--- config.mk ---
export PLATFORM = sky130hd
export DESIGN_NAME = spi8_mem_ctrl_flat
export DESIGN_NICKNAME = d
export VERILOG_FILES = /design/src/rtl/spi8_mem_ctrl_if.sv /design/src/rtl/spi8_mem_ctrl.sv /design/src/flat_wrapper.sv
export SDC_FILE = /design/constraint.sdc
export NUM_CORES = 1
export LEC_CHECK = 0
export ABC_AREA = 1
export CAP_MARGIN = 20
export CORE_MARGIN = 2
export CORE_UTILIZATION = 25
export DETAILED_ROUTE_END_ITERATION = 10
export GPL_TIMING_DRIVEN = 0
export RECOVER_POWER = 100
export SLEW_MARGIN = 0
export SYNTH_ARGS = -nofsm -noshare
export SYNTH_HDL_FRONTEND = slang
export SYNTH_SLANG_ARGS = --single-unit
--- constraint.sdc ---
create_clock -name i_clk -period 4 [get_ports i_clk]
set_clock_uncertainty 0.1 [all_clocks]
set_input_delay 0.4 -clock i_clk [delete_from_list [all_inputs] [get_ports i_clk]]
set_output_delay 0.4 -clock i_clk [all_outputs]
set_load 0.05 [all_outputs]
--- src/rtl/spi8_mem_ctrl_if.sv ---
// Request, write/read data and pad-side signals of the octal-SPI DDR sequencer.
// The master modport is the requester/pad side; the slave modport is the sequencer.
interface spi8_mem_ctrl_if;
   logic        req;
   logic        req_wr;
   logic [31:0] req_addr;
   logic [7:0]  req_len;
   logic        req_ack;
   logic        busy;
   logic        done;
   logic [15:0] wdata;
   logic        wdata_rd;
   logic [15:0] rdata;
   logic        rdata_valid;
   logic        spi_ncs;
   logic        spi_oe;
   logic [15:0] spi_dout;
   logic [15:0] spi_din;
   logic        spi_nrst;

   modport master (
      output req, req_wr, req_addr, req_len, wdata, spi_din,
      input  req_ack, busy, done, wdata_rd, rdata, rdata_valid,
      input  spi_ncs, spi_oe, spi_dout, spi_nrst
   );

   modport slave (
      input  req, req_wr, req_addr, req_len, wdata, spi_din,
      output req_ack, busy, done, wdata_rd, rdata, rdata_valid,
      output spi_ncs, spi_oe, spi_dout, spi_nrst
   );
endinterface

--- src/rtl/spi8_mem_ctrl.sv ---
// Octal-SPI DDR memory sequencer: device power-up sequence, then one
// command/address/latency/data burst per request with a fixed-latency read return.
module spi8_mem_ctrl #(
   parameter logic [7:0]  CMD_RD   = 8'hEE,
   parameter logic [7:0]  CMD_WR   = 8'h12,
   parameter int unsigned LAT      = 6,
   parameter int unsigned RD_DLY   = 3,
   parameter int unsigned CS_HIGH  = 4,
   parameter int unsigned RST_LO   = 16,
   parameter int unsigned RST_WAIT = 32
) (
   input logic            i_clk,
   input logic            i_reset,
   spi8_mem_ctrl_if.slave io_bus
);

   // The IDLE cycle that follows CS_GAP also has ncs high, so the gap state itself
   // is one shorter to give exactly CS_HIGH high cycles between back-to-back bursts.
   localparam int unsigned GAP_CYCLES = (CS_HIGH > 1) ? CS_HIGH - 1 : 1;

   localparam logic [15:0] LIM_RST_LO   = 16'(RST_LO - 1);
   localparam logic [15:0] LIM_RST_WAIT = 16'(RST_WAIT - 1);
   localparam logic [15:0] LIM_LAT      = 16'(LAT - 1);
   localparam logic [15:0] LIM_GAP      = 16'(GAP_CYCLES - 1);

   typedef enum logic [3:0] {
      StRstLo,
      StRstWait,
      StIdle,
      StCmd,
      StAddrHi,
      StAddrLo,
      StLatency,
      StData,
      StCsGap
   } state_t;

   state_t      r_state;
   state_t      w_state_d;
   logic [15:0] r_cnt;
   logic [15:0] w_cnt_d;
   logic        w_latch;

   logic        r_wr;
   logic [31:0] r_addr;
   logic [8:0]  r_len;

   logic        r_ncs,  w_ncs_d;
   logic        r_oe,   w_oe_d;
   logic [15:0] r_dout, w_dout_d;
   logic        r_nrst, w_nrst_d;
   logic        r_busy, w_busy_d;
   logic        r_ack;
   logic        r_done, w_done_d;
   logic        w_wdata_rd;
   logic        w_rd_beat;

   logic [RD_DLY-1:0] r_pv;
   logic [15:0]       r_pd [RD_DLY];

   always_comb begin
      w_state_d = r_state;
      w_cnt_d   = r_cnt + 16'd1;
      w_latch   = 1'b0;
      unique case (r_state)
         StRstLo: begin
            if (r_cnt == LIM_RST_LO) begin
               w_state_d = StRstWait;
               w_cnt_d   = '0;
            end
         end
         StRstWait: begin
            if (r_cnt == LIM_RST_WAIT) begin
               w_state_d = StIdle;
               w_cnt_d   = '0;
            end
         end
         StIdle: begin
            w_cnt_d = '0;
            if (io_bus.req) begin
               w_state_d = StCmd;
               w_latch   = 1'b1;
            end
         end
         StCmd: begin
            w_state_d = StAddrHi;
            w_cnt_d   = '0;
         end
         StAddrHi: begin
            w_state_d = StAddrLo;
            w_cnt_d   = '0;
         end
         StAddrLo: begin
            w_state_d = StLatency;
            w_cnt_d   = '0;
         end
         StLatency: begin
            if (r_cnt == LIM_LAT) begin
               w_state_d = StData;
               w_cnt_d   = '0;
            end
         end
         StData: begin
            if (r_cnt == {7'd0, r_len - 9'd1}) begin
               w_state_d = StCsGap;
               w_cnt_d   = '0;
            end
         end
         StCsGap: begin
            if (r_cnt == LIM_GAP) begin
               w_state_d = StIdle;
               w_cnt_d   = '0;
            end
         end
         default: begin
            w_state_d = StRstLo;
            w_cnt_d   = '0;
         end
      endcase
   end

   // Outputs are registered images of the next state, so they line up with r_state.
   always_comb begin
      w_ncs_d  = 1'b1;
      w_oe_d   = 1'b0;
      w_dout_d = '0;
      w_nrst_d = (w_state_d != StRstLo);
      w_busy_d = (w_state_d != StIdle);
      w_done_d = (w_state_d == StCsGap) && (r_state != StCsGap);
      case (w_state_d)
         StCmd: begin
            w_ncs_d  = 1'b0;
            w_oe_d   = 1'b1;
            w_dout_d = io_bus.req_wr ? {CMD_WR, ~CMD_WR} : {CMD_RD, ~CMD_RD};
         end
         StAddrHi: begin
            w_ncs_d  = 1'b0;
            w_oe_d   = 1'b1;
            w_dout_d = r_addr[31:16];
         end
         StAddrLo: begin
            w_ncs_d  = 1'b0;
            w_oe_d   = 1'b1;
            w_dout_d = r_addr[15:0];
         end
         StLatency: begin
            w_ncs_d = 1'b0;
            w_oe_d  = r_wr;
         end
         StData: begin
            w_ncs_d  = 1'b0;
            w_oe_d   = r_wr;
            w_dout_d = r_wr ? io_bus.wdata : 16'd0;
         end
         default: ;
      endcase
   end

   // A word is popped on the cycle before each write data cycle.
   assign w_wdata_rd = r_wr && (w_state_d == StData);
   assign w_rd_beat  = (r_state == StData) && !r_wr;

   always_ff @(posedge i_clk or posedge i_reset) begin
      if (i_reset) begin
         r_state <= StRstLo;
         r_cnt   <= '0;
         r_wr    <= 1'b0;
         r_addr  <= '0;
         r_len   <= '0;
         r_ncs   <= 1'b1;
         r_oe    <= 1'b0;
         r_dout  <= '0;
         r_nrst  <= 1'b0;
         r_busy  <= 1'b1;
         r_ack   <= 1'b0;
         r_done  <= 1'b0;
         r_pv    <= '0;
         for (int i = 0; i < int'(RD_DLY); i++) begin
            r_pd[i] <= '0;
         end
      end else begin
         r_state <= w_state_d;
         r_cnt   <= w_cnt_d;
         if (w_latch) begin
            r_wr   <= io_bus.req_wr;
            r_addr <= io_bus.req_addr;
            r_len  <= {io_bus.req_len == 8'd0, io_bus.req_len};
         end
         r_ncs  <= w_ncs_d;
         r_oe   <= w_oe_d;
         r_dout <= w_dout_d;
         r_nrst <= w_nrst_d;
         r_busy <= w_busy_d;
         r_ack  <= w_latch;
         r_done <= w_done_d;
         for (int i = int'(RD_DLY) - 1; i > 0; i--) begin
            r_pv[i] <= r_pv[i-1];
            r_pd[i] <= r_pd[i-1];
         end
         r_pv[0] <= w_rd_beat;
         r_pd[0] <= io_bus.spi_din;
      end
   end

   assign io_bus.req_ack     = r_ack;
   assign io_bus.busy        = r_busy;
   assign io_bus.done        = r_done;
   assign io_bus.wdata_rd    = w_wdata_rd;
   assign io_bus.rdata       = r_pd[RD_DLY-1];
   assign io_bus.rdata_valid = r_pv[RD_DLY-1];
   assign io_bus.spi_ncs     = r_ncs;
   assign io_bus.spi_oe      = r_oe;
   assign io_bus.spi_dout    = r_dout;
   assign io_bus.spi_nrst    = r_nrst;

endmodule

--- src/flat_wrapper.sv ---
// flat-port wrapper written by rule: the top's interface ports become plain ports
module spi8_mem_ctrl_flat 
#(
   parameter logic [7:0]  CMD_RD   = 8'hEE,
   parameter logic [7:0]  CMD_WR   = 8'h12,
   parameter int unsigned LAT      = 6,
   parameter int unsigned RD_DLY   = 3,
   parameter int unsigned CS_HIGH  = 4,
   parameter int unsigned RST_LO   = 16,
   parameter int unsigned RST_WAIT = 32
)
  (i_clk, i_reset, io_bus_req, io_bus_req_wr, io_bus_req_addr, io_bus_req_len, io_bus_wdata, io_bus_spi_din, io_bus_req_ack, io_bus_busy, io_bus_done, io_bus_wdata_rd, io_bus_rdata, io_bus_rdata_valid, io_bus_spi_ncs, io_bus_spi_oe, io_bus_spi_dout, io_bus_spi_nrst);
  spi8_mem_ctrl_if io_bus_i ();
  input logic i_clk;
  input logic i_reset;
  input wire logic [$bits(io_bus_i.req)-1:0] io_bus_req;
  input wire logic [$bits(io_bus_i.req_wr)-1:0] io_bus_req_wr;
  input wire logic [$bits(io_bus_i.req_addr)-1:0] io_bus_req_addr;
  input wire logic [$bits(io_bus_i.req_len)-1:0] io_bus_req_len;
  input wire logic [$bits(io_bus_i.wdata)-1:0] io_bus_wdata;
  input wire logic [$bits(io_bus_i.spi_din)-1:0] io_bus_spi_din;
  output wire logic [$bits(io_bus_i.req_ack)-1:0] io_bus_req_ack;
  output wire logic [$bits(io_bus_i.busy)-1:0] io_bus_busy;
  output wire logic [$bits(io_bus_i.done)-1:0] io_bus_done;
  output wire logic [$bits(io_bus_i.wdata_rd)-1:0] io_bus_wdata_rd;
  output wire logic [$bits(io_bus_i.rdata)-1:0] io_bus_rdata;
  output wire logic [$bits(io_bus_i.rdata_valid)-1:0] io_bus_rdata_valid;
  output wire logic [$bits(io_bus_i.spi_ncs)-1:0] io_bus_spi_ncs;
  output wire logic [$bits(io_bus_i.spi_oe)-1:0] io_bus_spi_oe;
  output wire logic [$bits(io_bus_i.spi_dout)-1:0] io_bus_spi_dout;
  output wire logic [$bits(io_bus_i.spi_nrst)-1:0] io_bus_spi_nrst;
  assign io_bus_i.req = io_bus_req;
  assign io_bus_i.req_wr = io_bus_req_wr;
  assign io_bus_i.req_addr = io_bus_req_addr;
  assign io_bus_i.req_len = io_bus_req_len;
  assign io_bus_i.wdata = io_bus_wdata;
  assign io_bus_i.spi_din = io_bus_spi_din;
  assign io_bus_req_ack = io_bus_i.req_ack;
  assign io_bus_busy = io_bus_i.busy;
  assign io_bus_done = io_bus_i.done;
  assign io_bus_wdata_rd = io_bus_i.wdata_rd;
  assign io_bus_rdata = io_bus_i.rdata;
  assign io_bus_rdata_valid = io_bus_i.rdata_valid;
  assign io_bus_spi_ncs = io_bus_i.spi_ncs;
  assign io_bus_spi_oe = io_bus_i.spi_oe;
  assign io_bus_spi_dout = io_bus_i.spi_dout;
  assign io_bus_spi_nrst = io_bus_i.spi_nrst;
  spi8_mem_ctrl #(.CMD_RD(CMD_RD), .CMD_WR(CMD_WR), .LAT(LAT), .RD_DLY(RD_DLY), .CS_HIGH(CS_HIGH), .RST_LO(RST_LO), .RST_WAIT(RST_WAIT)) u_core (.i_clk(i_clk), .i_reset(i_reset), .io_bus(io_bus_i));
endmodule
==> impl_results.md <==
* Timing-limited maximum frequency at 0.2869 GHz
* Largest stage delay on the critical path at 920 ps
* Number of synthesized flops with an enable pin at 0
* Overflow left after global routing at 0
* Cells after Synth at 610
* Arrival time reported for the critical path endpoint at 2990 ps
* Net load switching power at 1921 uW
* Count of yosys warnings during synthesis at 0
* Source of the worst hold timing path: u_core.r_pd[30]$_DFF_PP0_
* Slew at the pin with the worst max-slew slack at 1771 ps
* R2R Setup Slk at 1340 ps
* Syn nets at between 600 and 700
* Wire length after detailed routing at about 14 mm
* Vias in the first global route at roughly 4,500
* Terminus of the critical flop-to-flop path: u_core.io_bus.spi_dout[13]$_DFF_PP0_
* Mean instance size in the synthesized netlist at 9.156 um2
* Post CTS Setup Buffer Count at 0
* Share of synthesized flip-flops with an asynchronous set or reset at 100.0%
* Proportion of netlist area held by the largest area contributor at a little under 60%
* Part of the total power dissipated in the clock network at 32.4%
* IO Port Bufs at around 120
* Post-synthesis share of cell area spent on and, or, nand and nor gates at 22.80%
* Dominant combinational cell family by area after synthesis: simple AND/OR/NAND/NOR gates
* Post-CTS resize count at 0
* Post-synthesis instance area at between 5000 and 6000 um2
* All-Layer GR Usage at 12.46%
* Class of the tightest hold or removal check: flop to flop
* IO Pins at 116
* Worst-case headroom to the max-slew limit at -18.09%
* Die extent in y at 153.5 um
* Setup TNS at 0 ps
* Xor-xnor portion of the synthesized cell area at 2.039%
* Number of sinks driven by the clock tree at 135
* Library cells used by synthesis at 32
* Number of nets in the final layout at 827
* Wire length of the first global-routing pass at between 20 and 25 mm
* Post-synthesis sequential element count at between 100 and 150
* Worst Reg-to-Reg Cells at 13
* Pin count of the biggest net entering global routing at 43
* Worst reg2reg startpoint: u_core.r_len[0]$_DFFE_PP0P_
* Later-pin clock latency in the skew report at 430 ps
* Fraction of the yosys area taken by sequential cells at between 60% and 70%
* Largest cells by area after synthesis: dfrtp_1, nand2_1, inv_1
* Share of synthesized cell area in full adder, half adder and majority cells at 0.8961%
* Slowest-stage cell, CP: dlygate4sd3_1
* Cell type contributing the most total cell area after synthesis: dfrtp_1
* Number of cells on the worst hold path at 0
* Number of filler instances in the final layout at 2,264
* Startpoint-to-endpoint class of the critical path: flop to primary output
* Run status: finished, violations left
* Initial standard-cell utilization of the core at 25.51%
* CORE AREA at 21,890 um2
* Final setup violation count at 0
* Standard-cell row count at 54
* DRC violation count after routing at 0
* Syn-to-layout area delta at 38.17%
* List of most frequent post-synthesis cells: nand2_1, dfrtp_1, inv_1
* Number of detailed-routing iterations run before antenna repair at 4
* Sequential share of power at 35.7%
* Crit-path most repeated cell: nor2_1
* Final Hold Vio Count at 0
* Clock root buffer: clkbuf_16
* Total area of sequential cells at 3381 um2
* Final max-slew violation count at 75
* Max rail drop VDD at 0.3076 mV
* List of cells traversed by the critical path: inv_1 > ha_1 > nand2_1 > nor2_1 > nand2_1 > nor2_1 > nor2_1 > nand3_1 > nand2_4 > a21oi_1 > dlygate4sd3_1
* Level count of the clock H-tree at 4
* Library cell with the highest instance count after synthesis: nand2_1
* Combined area of the multi-input logic cells at 1680 um2
* Layout cell share with drive strength beyond 1 at 7.632%
* Maximum fanout along the worst path at 9
* Initial antenna violation count at 0
* Total power at roughly 5200 uW
* Drt wl/cell at 13.27 um
* Synth Area in Compound Gates at 4.928%
* Multiplexer share of the synthesized area at 0%
* Most common flop cell mapped by yosys: dfrtp_1
* Period Utilization, post-route at 87.13%
* Number of maximum-capacitance constraint violations at 2
* Power per cell area at slightly below 700 nW/um2
* Required time at the endpoint of the critical path at 3500 ps
* GP Congestion at 0.8494
* Max Buffers Root-to-Sink at 2
* RSZ-0062 raised after global routing: no
* Shortest period the worst path allows at 3485 ps
* Via density per instance at 4.173
* Clock slew at the register clock pins of the worst setup and hold paths at 60 ps
* Vias after detailed routing at 4,340
* Leakage dissipation at ~0.0039 uW
* Critical Path End Type: primary output
* Dpl hpwl at 10.30 mm
* Switching part of the total power at 36.80%
* Pint at 3300 uW
* Detailed router's first-iteration violation count at around 230
* Detail Route Antenna Nets at 0
* Die outline area at 23,550 um2
* Relative contribution of combinational cells to total power at between 30% and 40%
* Failing checks: max-capacitance violations, max-slew violations
* Clock buffers created by TritonCTS at 17
* Number of buffers inserted by hold repair at cts at 0
* Capture endpoint of the worst hold path: u_core.io_bus.rdata[14]$_DFF_PP0_
* DIE WIDTH at about 150 um
* Launching element of the worst setup path: u_core.r_len[0]$_DFFE_PP0P_
* Antenna diode instance count at 0
* Nature of the critical path startpoint: flop
* Clock tree from TritonCTS: yes
## how the worst max path moves through the flow
stage / endpoint / cells after the start / slack, ps
floorplan: io_bus_wdata_rd / 10 / 1460
global placement: u_core.io_bus.spi_dout[6]$_DFF_PP0_ / 2 / 570
detailed placement: io_bus_wdata_rd / 11 / 1060
CTS: io_bus_wdata_rd / 11 / 600
global route: io_bus_wdata_rd / 11 / 240
finish: io_bus_wdata_rd / 11 / 510
## area by class of cell
cell class | instances | area share, %
Inverter | 79 | 3.859
Buffer | 32 | 2.351
Timing Repair Buffer | 118 | 15.39
Sequential cell | 135 | 43.81
Multi-Input combinational cell | 364 | 21.77
Tap cell | 280 | 4.540
Clock inverter | 15 | 2.772
Clock buffer | 17 | 5.512
## cells in the final DEF, fill, tap and decap left out, types with 4 or more instances in the layout
master and count:
a21oi_1 4, a221oi_1 14, buf_4 16, bufinv_16 4, clkbuf_1 16, clkbuf_16 17, clkdlybuf4s50_1 58, dfrtp_1 133
dlygate4sd3_1 57, ha_1 4, inv_1 74, inv_6 5, nand2_1 197, nand3_1 43, nand4_1 6, nor2_1 49
nor3_1 7, o21ai_0 18, xor2_1 12
## registers in the layout, summed over array words and instances (netlist names), 3 cells and up
| name | cells |
|---|---|
| u_core.r_len | 9 |
| u_core.io_bus.spi_dout | 16 |
| u_core.r_pd | 32 |
| u_core.r_pv | 3 |
| u_core.io_bus.rdata | 16 |
| u_core.r_cnt | 16 |
| u_core.r_addr | 32 |
| u_core.r_state | 4 |
## metrics by stage
step	worst slack, ps	utilization (%)	cell area (um2)	hold slack, ps	instances
final	514.9	35.25	7717	244.7	1040
after global routing	237.7	35.25	7717	246.8	1040
after CTS	597.6	35.59	7790	245.2	1040
after detailed placement	1064	32.66	7151	234.7	1008
after global placement	573.6	32.39	7091	231.9	1005
after floorplan	1464	-	5589	231.2	610
## critical path: cells and delay by family (launching register included)
family                     cells  cell delay [ps]
buffers and inverters          2             1040
adders and majority gates      1              200
DFF                            1              400
and+or+nand+nor                7              800
AOI/OAI and AO/OA              1              130
## power by group through the flow
stage | clock network [uW] | registers, uW | logic (uW)
3_5_place_dp | 0 | 1890 | 1750
2_1_floorplan | 0 | 2170 | 880
3_3_place_gp | 0 | 1880 | 1720
5_1_grt | 1800 | 1910 | 1860
4_1_cts | 1730 | 1870 | 1750
6_report | 1690 | 1870 | 1660
## routing by layer
metal  vias to the layer above  global-route usage, %  wire length, um
li1                       2162                      -                -
met1                      2055                  15.44             6187
met2                        99                  19.88             6552
met3                        24                  3.913              727
met4                         0                  5.810              328
met5                         -                      0                0
## kinds of logic after synthesis
logic type	Yosys count
and+or+nand+nor	305
DFF	135
buffers and inverters	111
AOI/OAI and AO/OA	42
xor gates and xnor gates	13
adders and majority gates	4
Power figures use the tool's default switching activity.
==> RTL change 1: new RTL, same flow settings <==
Make the reset (`i_reset`) synchronous in one clocked block.
--- a/src/rtl/spi8_mem_ctrl.sv
+++ b/src/rtl/spi8_mem_ctrl.sv
@@ -162,3 +162,3 @@
 
-   always_ff @(posedge i_clk or posedge i_reset) begin
+   always_ff @(posedge i_clk) begin
       if (i_reset) begin
Formal check against the unedited RTL: differs if i_reset is asserted again (counterexample within 4 cycles, from zero or initial values and one cycle with i_reset high); with i_reset held inactive, the same outputs for 10 cycles.
==> RTL change 1 against the unedited design <==
- non-clock buffer count is 9 higher
- sequential cell count stayed put
- setup slack worse by 0.038 ns
- area after synthesis is 2.6% lower
- sequential share of layout area is 7.8 points lower
- synthesized cell count is 18% higher
- final area is 2.7% lower
- register-to-register slack worse by 0.08 ns
- wire length is 6.8% higher
- critical path depth stayed put
- die area is 2.6% lower
- final cell count is 9.7% higher
Power is not compared: it rests on default switching activity, and its combinational part moved more than twofold at a synthesized area within 25%.
==> RTL change 1: results (changes against the unedited design) <==
clkLatencyLatePin_ns: 0.42
use_met3_pct: 4.61  # was 3.91%
dp_hpwl_um: 11100  # was 10,300 µm
use_met2_pct: 21.7  # was 19.9%
rr_worst_depth: 17  # was 13
grt_start_max_net_pins: 17  # was 43
dr.first_iter.drc_count: 273  # was 229
nNetsFinal: 933  # was 827
min_path_type: "reg -> reg"  # unchanged
min_from: "u_core.r_pd[0][26]"  # was u_core.r_pd[30]
fillCellCount: 2229  # was 2,264
holdPathStages: 2  # was 0
holdPathEnd: "u_core.r_pd[0][42]"  # was u_core.io_bus.rdata[14]
synth_cells: 720  # was 610
drt-met1-wl_um: 6800  # was 6190 µm
grt_pass1_wl_um: 23400  # was 22,900 µm
rr_startpoint: "u_core.r_len[0]"  # unchanged
synthArstFlopShare_pct: 0  # was 100%
grt_use_total_pct: 13.4  # was 12.5%
synthTopCellsByArea: "dfxtp_1, nand2_1, inv_1"  # was dfrtp_1, nand2_1, inv_1
top_regs: "u_core.r_pd: 48 flops, u_core.r_addr: 32 flops"  # was u_core.r_addr: 32 flops, u_core.r_pd: 32 flops
yosysSeqAreaShare_pct: 49.7  # was 60.5%
vias: 4842  # was 4,340
peakVddDrop_uv: 254
wl_met2_um: 6860  # was 6550 µm
pre_cts_slack_ns: 0.964  # was 1.06 ns
status: "completed"  # was finished with violations
dr.pass1.iters: 5  # was 4
cp_slowest_stage_delay_ns: 0.91
placed_cell_area_um2: 6920  # was 7150 µm²
port_buffers: 114  # was 115
synth_adder_area_share_pct: 0.920  # was 0.896%
cp.arrival_ns: 3.02  # was 2.99 ns
first_global_vias: 4685  # was 4,478
wl_per_cell_um: 12.9  # was 13.3 µm
max_slew.worst_pin.slew_ns: 0.629  # was 1.77 ns
routed_wl_um: 14700  # was 13,800 µm
gp_congestion: 0.795  # was 0.849
r2r_slack_ns: 1.26  # was 1.34 ns
rr_endpoint: "u_core.r_cnt[11]"  # was u_core.io_bus.spi_dout[13]
use_met1_pct: 16.8  # was 15.4%
wl_met3_um: 868  # was 727 µm
drive_gt1_share_pct: 7.62  # was 7.63%
synth_commonest_cells: "dfxtp_1, nand2_1, inv_1, nor2_1, a21oi_1"  # was nand2_1, dfrtp_1, inv_1, nor2_1, nand3_1
worst_hold_slack_ns: 0.299  # was 0.245 ns
cp_max_fo: 10  # was 9
setup_slack_ns: 0.476  # was 0.515 ns
synth-compound-area-share_pct: 10.6  # was 4.93%
synth_xor_area_share_pct: 1.61  # was 2.04%
==> RTL change 1: changes by cell type after synthesis, sizes merged, moves of 14 or more <==
cell,change
inv,+41
dfxtp,+135
dfrtp,-133
nand2,-61
clkbuf,+14
a21oi,+56
nor2,+53
==> RTL change 1: area by class of cell <==
cell class / instances / area (µm²) / area share (%)
buffer: 45 / 238 / 3.17
clock buffer: 18 / 429 / 5.72
clock inverter: 14 / 199 / 2.65
inverter: 119 / 448 / 5.97
multi-input combinational: 421 / 2010 / 26.7
sequential: 135 / 2700 / 36.0
tap: 275 / 344 / 4.58
timing repair buffer: 114 / 1140 / 15.2
==> RTL change 1: report_power, final <==
| group | switching, µW | internal [µW] |
|---|---|---|
| Combinational | 77.3 | 90.3 |
| Clock | 613 | 1050 |
| Sequential | 7.92 | 1370 |
==> RTL change 2: new RTL, same flow settings <==
Without the edit above. `RD_DLY` is set to 3 in 2 places; all go to 6.
--- a/src/rtl/spi8_mem_ctrl.sv
+++ b/src/rtl/spi8_mem_ctrl.sv
@@ -6,3 +6,3 @@
    parameter int unsigned LAT      = 6,
-   parameter int unsigned RD_DLY   = 3,
+   parameter int unsigned RD_DLY   = 6,
    parameter int unsigned CS_HIGH  = 4,
--- a/src/flat_wrapper.sv
+++ b/src/flat_wrapper.sv
@@ -6,3 +6,3 @@
    parameter int unsigned LAT      = 6,
-   parameter int unsigned RD_DLY   = 3,
+   parameter int unsigned RD_DLY   = 6,
    parameter int unsigned CS_HIGH  = 4,
Formal check against the unedited RTL: not equivalent (a bounded check fails within 4 cycles, from zero or initial values and one cycle with i_reset high).
==> RTL change 2 against the unedited design <==
- the run still ends with max-capacitance violations, max-slew violations left
- core utilization decreased by 2.0 points
- worst hold slack got worse by 0.0039 ns
- sequential cell count increased by 51
- final area increased by 19%
- global-route usage decreased by 1.7 points
- power increased by 13%
- sequential share of layout area increased by 7.0 points
- setup slack got worse by 0.073 ns
- area after synthesis increased by 24%
- wire length increased by 9.2%
- critical path type unchanged
- largest power group unchanged
==> RTL change 2: results (changes against the unedited design) <==
dr.first_iter.drc_count: 260  # was 229
synthTopCellsByArea: "dfrtp_1, nand2_1, inv_1"  # unchanged
status: "finished with violations"  # unchanged
syn_nets: 736  # was 690
violations: "max-capacitance violations, max-slew violations"  # unchanged
synth_xor_area_share_pct: 1.26  # was 2.04%
rr_endpoint: "u_core.io_bus.spi_dout[9]"  # was u_core.io_bus.spi_dout[13]
cp.arrival_ns: 3.06  # was 2.99 ns
max-cap-violations: 3  # was 2
nNetsFinal: 874  # was 827
yosysSeqAreaShare_pct: 67.0  # was 60.5%
min_from: "u_core.r_pd[88]"  # was u_core.r_pd[30]
vias: 4655  # was 4,340
holdPathEnd: "u_core.r_pd[72]"  # was u_core.io_bus.rdata[14]
placed_cell_area_um2: 8660  # was 7150 µm²
slew_viol_final: 107  # was 75
leakage_uw: 0.00437  # was 0.00390 µW
first_global_vias: 4593  # was 4,478
grt_pass1_wl_um: 24200  # was 22,900 µm
synth-compound-area-share_pct: 5.31  # was 4.93%
synth_cell_types: 37  # was 32
r2r_slack_ns: 1.20  # was 1.34 ns
top_regs: "u_core.r_pd: 80 flops, u_core.r_addr: 32 flops"  # was u_core.r_addr: 32 flops, u_core.r_pd: 32 flops
dp_hpwl_um: 11100  # was 10,300 µm
grt_start_max_net_pins: 44  # was 43
grt_use_total_pct: 10.8  # was 12.5%
min_path_type: "reg -> reg"  # unchanged
ys.warnings.count: 0  # unchanged
pre_cts_slack_ns: 0.969  # was 1.06 ns
cp_slowest_stage_delay_ns: 0.94  # was 0.92 ns
cp_max_fo: 9  # unchanged
wl_per_cell_um: 12.7  # was 13.3 µm
synth_adder_area_share_pct: 0.720  # was 0.896%
gp_congestion: 0.828  # was 0.849
relSlewSlack_pct: -21.6  # was -18.1%
drive_gt1_share_pct: 10.5  # was 7.63%
synth_commonest_cells: "dfrtp_1, nand2_1, inv_1, o21ai_0, nor2_1"  # was nand2_1, dfrtp_1, inv_1, nor2_1, nand3_1
[RTL change 2: kinds of logic after synthesis]
logic type | Yosys count
and+or+nand+nor | 279
DFF | 186
adders and majority gates | 4
xor gates and xnor gates | 10
buffers and inverters | 108
AOI/OAI and AO/OA | 69
[RTL change 2: worst max path at each step]
stage	start	endpoint	slack, ns	cells after the start
finish	u_core.r_len[0]	io_bus_wdata_rd	0.44	11
global route	i_reset	u_core.r_cnt[4]	0.14	3
CTS	u_core.r_len[0]	io_bus_wdata_rd	0.48	11
detailed placement	u_core.r_len[0]	io_bus_wdata_rd	0.97	11
global placement	i_reset	u_core.r_pd[83]	-0.42	2
floorplan	i_reset	u_core.io_bus.done	1.11	1
[RTL change 2: power breakdown]
group	total (µW)	internal [µW]	switching, µW
combinational	1760	549	1210
clock	1750	967	782
sequential	2410	2260	155
[RTL change 2: layout make-up]
| class | instances | area (µm²) |
|---|---|---|
| Fill cell | 2799 | 18400 |
| Tap cell | 378 | 473 |
| Buffer | 31 | 184 |
| Sequential cell | 186 | 4660 |
| Multi-Input combinational cell | 362 | 1760 |
| Clock inverter | 13 | 171 |
| Clock buffer | 18 | 439 |
| Antenna cell | 1 | 2.50 |
| Timing Repair Buffer | 119 | 1190 |
| Inverter | 77 | 290 |
[RTL change 2: metrics by stage]
step           hold slack, ns  instances  utilization (%)
2_1_floorplan           0.231        656                -
3_3_place_gp            0.231       1149             31.1
3_5_place_dp            0.235       1153             31.4
4_1_cts                 0.242       1184             33.6
5_1_grt                 0.248       1184             33.3
6_report                0.241       1185             33.3
[RTL change 2: routing by layer]
layer	wire [µm]	up-vias	global-route usage, %	share of wire, %
met5	0	-	0	0
met4	321	0	4.20	2.1
met3	650	19	2.50	4.3
met2	7170	94	17.0	48
met1	6920	2220	14.3	46
li1	-	2322	-	-
